### config.mk
export PLATFORM = sky130hd
export DESIGN_NAME = sr_shift_seq_flat
export DESIGN_NICKNAME = d
export VERILOG_FILES = /design/src/rtl/sr_shift_seq_pkg.sv /design/src/rtl/sr_shift_seq_if.sv /design/src/rtl/sr_shift_seq_core.sv /design/src/rtl/sr_shift_seq.sv /design/src/flat_wrapper.sv
export SDC_FILE = /design/constraint.sdc
export NUM_CORES = 1
export LEC_CHECK = 0
export CORE_UTILIZATION = 35
export CTS_CLUSTER_SIZE = 16
export DETAILED_ROUTE_END_ITERATION = 10
export SYNTH_ARGS = -nofsm -noshare
export SYNTH_HDL_FRONTEND = slang
export SYNTH_HIERARCHICAL = 1
export SYNTH_SLANG_ARGS = --single-unit
export TNS_END_PERCENT = 50
### constraint.sdc
create_clock -name C -period 2.3 [get_ports C]
set_input_delay 0.46 -clock C [delete_from_list [all_inputs] [get_ports C]]
set_output_delay 0.46 -clock C [all_outputs]
set_load 0.01 [all_outputs]
### src/rtl/sr_shift_seq_pkg.sv
// Shared encodings for the shift-register sequencer: FSM states and shift direction.
package sr_pkg;

    localparam logic [0:0] S_IDLE    = 1'b0;
    localparam logic [0:0] S_SHIFT   = 1'b1;

    localparam logic       DIR_RIGHT = 1'b0;
    localparam logic       DIR_LEFT  = 1'b1;

endpackage

### src/rtl/sr_shift_seq_if.sv
// Control/data bundle of the serial shift engine; master drives controls, slave is the engine.
interface sr_shift_seq_if #(
    parameter int WIDTH = 16
);
    localparam int CW = $clog2(WIDTH + 1);

    logic             CE;
    logic             L;
    logic [WIDTH-1:0] D;
    logic             SH;
    logic             DIR;
    logic             SRI;
    logic             START;
    logic [CW-1:0]    LEN;
    logic [WIDTH-1:0] Q;
    logic             SO;
    logic             BUSY;
    logic             DONE;

    modport master (
        output CE, L, D, SH, DIR, SRI, START, LEN,
        input  Q, SO, BUSY, DONE
    );

    modport slave (
        input  CE, L, D, SH, DIR, SRI, START, LEN,
        output Q, SO, BUSY, DONE
    );

endinterface

### src/rtl/sr_shift_seq_core.sv
// Datapath register: parallel load, one-bit shift in either direction, serial-out mux.
module sr_shift_core
    import sr_pkg::*;
#(
    parameter int               WIDTH   = 16,
    parameter logic [WIDTH-1:0] RST_VAL = {WIDTH{1'b0}}
) (
    input  logic             C,
    input  logic             CLR_N,
    input  logic             load,
    input  logic [WIDTH-1:0] d,
    input  logic             shift,
    input  logic             dir,
    input  logic             sri,
    output logic [WIDTH-1:0] q,
    output logic             so
);

    always_ff @(posedge C) begin
        if (!CLR_N)
            q <= RST_VAL;
        else if (load)
            q <= d;
        else if (shift)
            q <= (dir == DIR_LEFT) ? {q[WIDTH-2:0], sri} : {sri, q[WIDTH-1:1]};
    end

    // The bit that leaves the register on the next shift in the active direction.
    assign so = (dir == DIR_LEFT) ? q[WIDTH-1] : q[0];

endmodule

### src/rtl/sr_shift_seq.sv
// Parametrised shift register with manual shift mode and an autonomous LEN-bit burst sequencer.
module sr_shift_seq
    import sr_pkg::*;
#(
    parameter int               WIDTH   = 16,
    parameter logic [WIDTH-1:0] RST_VAL = {WIDTH{1'b0}}
) (
    input  logic C,
    input  logic CLR_N,
    sr_shift_seq_if.slave bus
);

    localparam int CW = $clog2(WIDTH + 1);

    logic [0:0]       state;
    logic [CW-1:0]    cnt;
    logic             dir_r;
    logic             done;

    logic             idle;
    logic             load;
    logic             start_ok;
    logic             man_shift;
    logic             burst_shift;
    logic             act_dir;
    logic [WIDTH-1:0] q;
    logic             so;

    assign idle        = (state == S_IDLE);
    assign load        = idle && bus.L;
    assign start_ok    = idle && !bus.L && bus.START;
    assign man_shift   = idle && !bus.L && !bus.START && bus.SH && bus.CE;
    assign burst_shift = (state == S_SHIFT) && bus.CE;
    // A running burst keeps the direction captured at START.
    assign act_dir     = idle ? bus.DIR : dir_r;

    always_ff @(posedge C) begin
        if (!CLR_N) begin
            state <= S_IDLE;
            cnt   <= '0;
            dir_r <= DIR_RIGHT;
            done  <= 1'b0;
        end else begin
            done <= 1'b0;
            case (state)
                S_IDLE: begin
                    if (start_ok) begin
                        dir_r <= bus.DIR;
                        cnt   <= (bus.LEN == '0) ? CW'(WIDTH) : bus.LEN;
                        state <= S_SHIFT;
                    end
                end
                default: begin
                    if (bus.CE) begin
                        cnt <= cnt - CW'(1);
                        if (cnt == CW'(1)) begin
                            state <= S_IDLE;
                            done  <= 1'b1;
                        end
                    end
                end
            endcase
        end
    end

    sr_shift_core #(
        .WIDTH   (WIDTH),
        .RST_VAL (RST_VAL)
    ) u_core (
        .C     (C),
        .CLR_N (CLR_N),
        .load  (load),
        .d     (bus.D),
        .shift (man_shift || burst_shift),
        .dir   (act_dir),
        .sri   (bus.SRI),
        .q     (q),
        .so    (so)
    );

    assign bus.Q    = q;
    assign bus.SO   = so;
    assign bus.BUSY = (state == S_SHIFT);
    assign bus.DONE = done;

endmodule

### src/flat_wrapper.sv
// flat-port wrapper written by rule: the top's interface ports become plain ports
module sr_shift_seq_flat import sr_pkg::*;
#(
    parameter int               WIDTH   = 16,
    parameter logic [WIDTH-1:0] RST_VAL = {WIDTH{1'b0}}
)
  (C, CLR_N, bus_CE, bus_L, bus_D, bus_SH, bus_DIR, bus_SRI, bus_START, bus_LEN, bus_Q, bus_SO, bus_BUSY, bus_DONE);
  sr_shift_seq_if #(.WIDTH(WIDTH)) bus_i ();
  input  logic C;
  input  logic CLR_N;
  input wire logic [$bits(bus_i.CE)-1:0] bus_CE;
  input wire logic [$bits(bus_i.L)-1:0] bus_L;
  input wire logic [$bits(bus_i.D)-1:0] bus_D;
  input wire logic [$bits(bus_i.SH)-1:0] bus_SH;
  input wire logic [$bits(bus_i.DIR)-1:0] bus_DIR;
  input wire logic [$bits(bus_i.SRI)-1:0] bus_SRI;
  input wire logic [$bits(bus_i.START)-1:0] bus_START;
  input wire logic [$bits(bus_i.LEN)-1:0] bus_LEN;
  output wire logic [$bits(bus_i.Q)-1:0] bus_Q;
  output wire logic [$bits(bus_i.SO)-1:0] bus_SO;
  output wire logic [$bits(bus_i.BUSY)-1:0] bus_BUSY;
  output wire logic [$bits(bus_i.DONE)-1:0] bus_DONE;
  assign bus_i.CE = bus_CE;
  assign bus_i.L = bus_L;
  assign bus_i.D = bus_D;
  assign bus_i.SH = bus_SH;
  assign bus_i.DIR = bus_DIR;
  assign bus_i.SRI = bus_SRI;
  assign bus_i.START = bus_START;
  assign bus_i.LEN = bus_LEN;
  assign bus_Q = bus_i.Q;
  assign bus_SO = bus_i.SO;
  assign bus_BUSY = bus_i.BUSY;
  assign bus_DONE = bus_i.DONE;
  sr_shift_seq #(.WIDTH(WIDTH), .RST_VAL(RST_VAL)) u_core (.C(C), .CLR_N(CLR_N), .bus(bus_i));
endmodule
======== Word-level counts from Yosys, hierarchy flattened ========
Index checks and enable logic that the tools add are counted.
word-level totals
  output and inout bits ................... 19
  bits of input ports ..................... 29
  flip-flop bits (word level) ............. 24
cells by class
  bitwise operators ....................... 1
  $add $sub $neg .......................... 1
  multiplexer cells ....................... 14
  reductions and logical operators ........ 16
  equal/unequal tests ..................... 2
operators by type and width
  kind                   number
  $mux W16               3
  $mux W5                4
  $logic_and A1 B1 Y1    7
  $mux W1                7
  $eq A5 B1 Y1 const B   1
  $logic_not A5 Y1       1
  $sub A5 B1 Y5 const B  1
  $reduce_and A2 Y1      2
  $reduce_bool A2 Y1     2
  $reduce_and A3 Y1      1
  $logic_not A1 Y1       2
  $ne A2 B2 Y1 const B   1
  $logic_or A1 B1 Y1     1
  $not A1 Y1             1

======== Logic depth before layout (Yosys ltp) ========
  depth in word-level cells ............... 8
  depth in mapped cells ................... 8

======== Modules after synthesis ========
The synthesis kept the hierarchy.
modules (own cells, without submodules)
  module         cells an instance  area an instance (um2)  times used  seq. area each (um2)
  sr_shift_core  93                 1004.7                  1           320.3
  sr_shift_seq   59                 539.3                   1           160.2

======== Worst setup path after synthesis ========
Ideal clock, no wire load.
  path kind ............................... register -> output
  start point ............................. register u_core.state (netlist: u_core/bus.BUSY)
  end point ............................... output port bus_SO
  stages on the path, launching flop included .. 7
  path buffers ............................ 4
  required time ........................... 1.840 ns
  slack ................................... 0.212 ns
  arrival time ............................ 1.628 ns
  path through ............................ dfxtp_1 -> buf_6 -> buf_4 -> mux2_2 -> buf_6 -> buf_12 -> mux2_4
on the way
  longest elaborated chain between the ends .. 2
ends and longest elaborated chain
  element                   RTL line                 source
  from (decl)               sr_shift_seq.sv:15       logic [0:0] state;
  from (signal assigned)    sr_shift_seq.sv:39       state <= S_IDLE;
  from (signal assigned)    sr_shift_seq.sv:50       state <= S_SHIFT;
  from (signal assigned)    sr_shift_seq.sv:57       state <= S_IDLE;
  $mux W1                   sr_shift_seq.sv:35       assign act_dir = idle ? bus.DIR : dir_r;
  named net u_core.act_dir  sr_shift_seq.sv:25       logic act_dir;
  $mux W1                   sr_shift_seq_core.sv:29  assign so = (dir == DIR_LEFT) ? q[WIDTH-1] : q[0];
  to (decl)                 flat_wrapper.sv:20       output wire logic [$bits(bus_i.SO)-1:0] bus_SO;
The timed path passes the listed nets, and every way through them passes these cells.

======== Worst setup path after layout ========
  start point ............................. input port bus_DIR
  end point ............................... output port bus_SO
on the way
  longest elaborated chain between the ends .. 2
ends and longest elaborated chain
  element                   RTL line                 source
  from (decl)               flat_wrapper.sv:15       input wire logic [$bits(bus_i.DIR)-1:0] bus_DIR;
  $mux W1                   sr_shift_seq.sv:35
  named net u_core.act_dir  sr_shift_seq.sv:25
  $mux W1                   sr_shift_seq_core.sv:29
The timed path passes the listed nets, and every way through them passes these cells.

==> metrics.md <==
| Metric | Value |
|---|---|
| Internal power | about 0.84 mW |
| Worst-case clock buffer depth | 2 |
| H-tree depth | 1 |
| Root cell of the clock tree | clkbuf_8 |
| Mapped Avg Cell Area | 10.2 um2 |
| Post-synth top area share | 31.1% |
| Top Ports | 48 |
| Largest area contributor in the netlist | dfxtp_1 |
| Unrepaired setup endpoints after global routing | false |
| Asr flop ratio synth | 0% |
| Max Cap Violations | 0 |
| Main flop type after synthesis | dfxtp_1 |
| Die ar. | about 0.0047 mm2 |
| Crit share post-route | a little over nine tenths |
| All-Layer GR Usage | 16.2% |
| Clock-pin slew on the worst setup and hold paths | 0.09 ns |
| Top cells by area, synth | dfxtp_1, mux2i_1, o221ai_2 |
| Slack of the critical path | between 0.06 and 0.07 ns |
| Starting Density | 37.5% |
| Num CTS Buffers | 3 |
| First-pass GRT wire length | approximately 5.7 mm |
| Vias in the first global route | around 1.3k |
| Port Buffers | 47 |
| Layout cells sized above 1 | ~15% |
| Status | completed |
| Top post-synthesis cells by count | dfxtp_1, mux2i_1, nand2b_1, nand3_1, o221ai_2 |
| Routed wire per std cell | ~15 um |
| # rows | 23 |
| Synth unique cells | 40 |
| Slew HR | 68.7% |
| Post-route ant nets | 0 |
| Initial drt markers | 74 |
| Final #Nets | 227 |
| Cell area after synthesis | around 0.0015 mm2 |
| Ant diodes | 0 |
| Reg2reg start | u_core/bus.BUSY |
| Syn nets | approximately 180 |
| Clock share of power | between 30% and 40% |
| P per Cell Area | ~560 mW/mm2 |
| Remaining DRCs | 0 |
| Worst setup path category | in -> out |
| Die height | about 70 um |
| Seq pwr share | between 40 and 50% |
| Hold Path Class | reg -> reg |
| Post-Route WL | roughly 3.8 mm |
| Pleak | between 0.7 and 0.8 nW |
| CTS sink count | 24 |
| Largest net degree at the start of global routing | 33 |
| Worst Hold Launch | u_core/cnt[1] |
| Post-synth EDFFs | 0 |
| Syn-to-layout area delta | 33.5% |
| Drt pass-1 iters | 4 |
| Sw frac | between 20% and 30% |
| Warnings, synthesis | 6 |
| Peak VDD IR | slightly above 400 uV |
| Comb pwr share | 25.8% |
| Die width | between 60 and 70 um |
| Highest Clock Rate | 448 MHz |
| Initial antenna violation count | 0 |
| CTS tree | yes |
| Sequential share of the synthesized area | between 30% and 40% |
| CP required | about 1.8 ns |
| Synth Register Bits | 24 |
| Core region area | ~0.0041 mm2 |
| Total power | between 1 and 1.5 mW |
| Overflow after GRT | 0 |
| Final HPWL DP | 2.80 mm |
| Clk_skew | about 0.0035 ns |
| Worst EP arrival | around 1.8 ns |
| Final Setup Violations | 0 |
| Mapped Cells | 152 |
| CP Max Fanout | 2 |
| Most common cell in the netlist | dfxtp_1 |
| CP Launch Type | primary input |
| Vias per Instance | 5.41 |
| Worst-Skew Late Latency | 0.26 ns |
| Fin crit period | 2.23 ns |
| Final hold vios | 0 |
| Final hold slack | about 0.5 ns |
| Via count | 1,325 |
| CP startpoint | bus_DIR |
| GPL Wtd Cong | roughly 0.8 |
| Place WS | -0.131 ns |
| Max-slew violations | 0 |
| Worst-margin pin slew | ~0.47 ns |
| Worst setup EP type | output port |
| Switching power total | around 0.3 mW |
through the flow:
step	cell area, um2	cells	utilization, %	setup TNS (ns)
floorplan	1540	152	-	0
global placement	1990	241	48.4	-0.131
detailed placement	1990	241	48.4	-0.131
CTS	2060	245	50.1	0
global route	2060	245	50.1	0
finish	2060	245	50.1	0
power groups by stage:
stage / Clock [mW] / Combinational (mW) / Sequential (mW)
after floorplan: 0 / 0.179 / 0.488
after global placement: 0 / 0.292 / 0.485
after detailed placement: 0 / 0.299 / 0.486
after CTS: 0.385 / 0.298 / 0.476
after global routing: 0.403 / 0.319 / 0.481
final: 0.375 / 0.296 / 0.476
area by class of cell:
type,instances,area [um2]
Inverter,3,11.3
Fill cell,380,2050
Sequential cell,24,480
Timing Repair Buffer,51,499
Clock buffer,3,41.3
Tap cell,50,62.6
Multi-Input combinational cell,113,936
Clock inverter,1,30.0
state kept, by name, summed over array words and instances, names as in the netlist:
| signal | count |
|---|---|
| u_core/bus.BUSY | 1 |
| u_core/dir_r | 1 |
| u_core/bus.DONE | 1 |
| u_core/u_core/q | 16 |
| u_core/cnt | 5 |
cells in the final DEF, fill, tap and decap left out, drive strengths merged, types with 2 or more instances in the layout:
| master | synthesis | final |
|---|---|---|
| ha | 2 | 2 |
| a21boi | 4 | 4 |
| nand3 | 16 | 16 |
| o211ai | 2 | 2 |
| mux2 | 3 | 3 |
| o221ai | 16 | 16 |
| nand2 | 5 | 5 |
| nor2 | 4 | 4 |
| clkbuf | 1 | 3 |
| o21ai | 6 | 6 |
| nor2b | 6 | 6 |
| inv | 3 | 3 |
| mux2i | 17 | 17 |
| nor4 | 2 | 2 |
| nand3b | 2 | 2 |
| clkdlybuf4s50 | 0 | 46 |
| dfxtp | 24 | 24 |
| buf | 11 | 4 |
| a21oi | 3 | 3 |
| nand2b | 17 | 17 |
per-layer routing:
| layer | up-vias | share of wire, % | GRT usage, % |
|---|---|---|---|
| li1 | 655 | - | - |
| met2 | 33 | 49 | 29.5 |
| met5 | - | 0 | 0 |
| met3 | 2 | 5.3 | 3.17 |
| met4 | 0 | 0.66 | 4.17 |
| met1 | 635 | 46 | 19.2 |
cells by family after synthesis:
| logic type | after synthesis | share of synthesized area [%] |
|---|---|---|
| mux | 20 | 13.5 |
| compound gates | 35 | 23.6 |
| simple gates | 56 | 22.0 |
| buf+inv | 15 | 8.26 |
| fa+ha+maj | 2 | 1.62 |
| flops | 24 | 31.1 |
worst max-delay path, stage by stage:
cell and delay (ns):
clkdlybuf4s50_1 0.42, mux2_2 0.31, mux2_4 0.30, dlygate4sd2_1 0.28
final timing paths:
check                              to  slack, ns  cells past startpoint
setup / recovery               bus_SO       0.07                      4
hold / removal          u_core/cnt[1]       0.51                      2
setup reg to reg  u_core/u_core/q[13]       0.58                      5
hold reg to reg         u_core/cnt[1]       0.51                      2
repair_timing:
action / 4_1_cts / 5_1_grt
endpoints found under the setup margin: 1 / 0
setup buffers: 0 / 0
hold buffers: 0 / 0
gates resized for setup: 1 / 0
No activity file was read; power rests on OpenSTA's default activity.
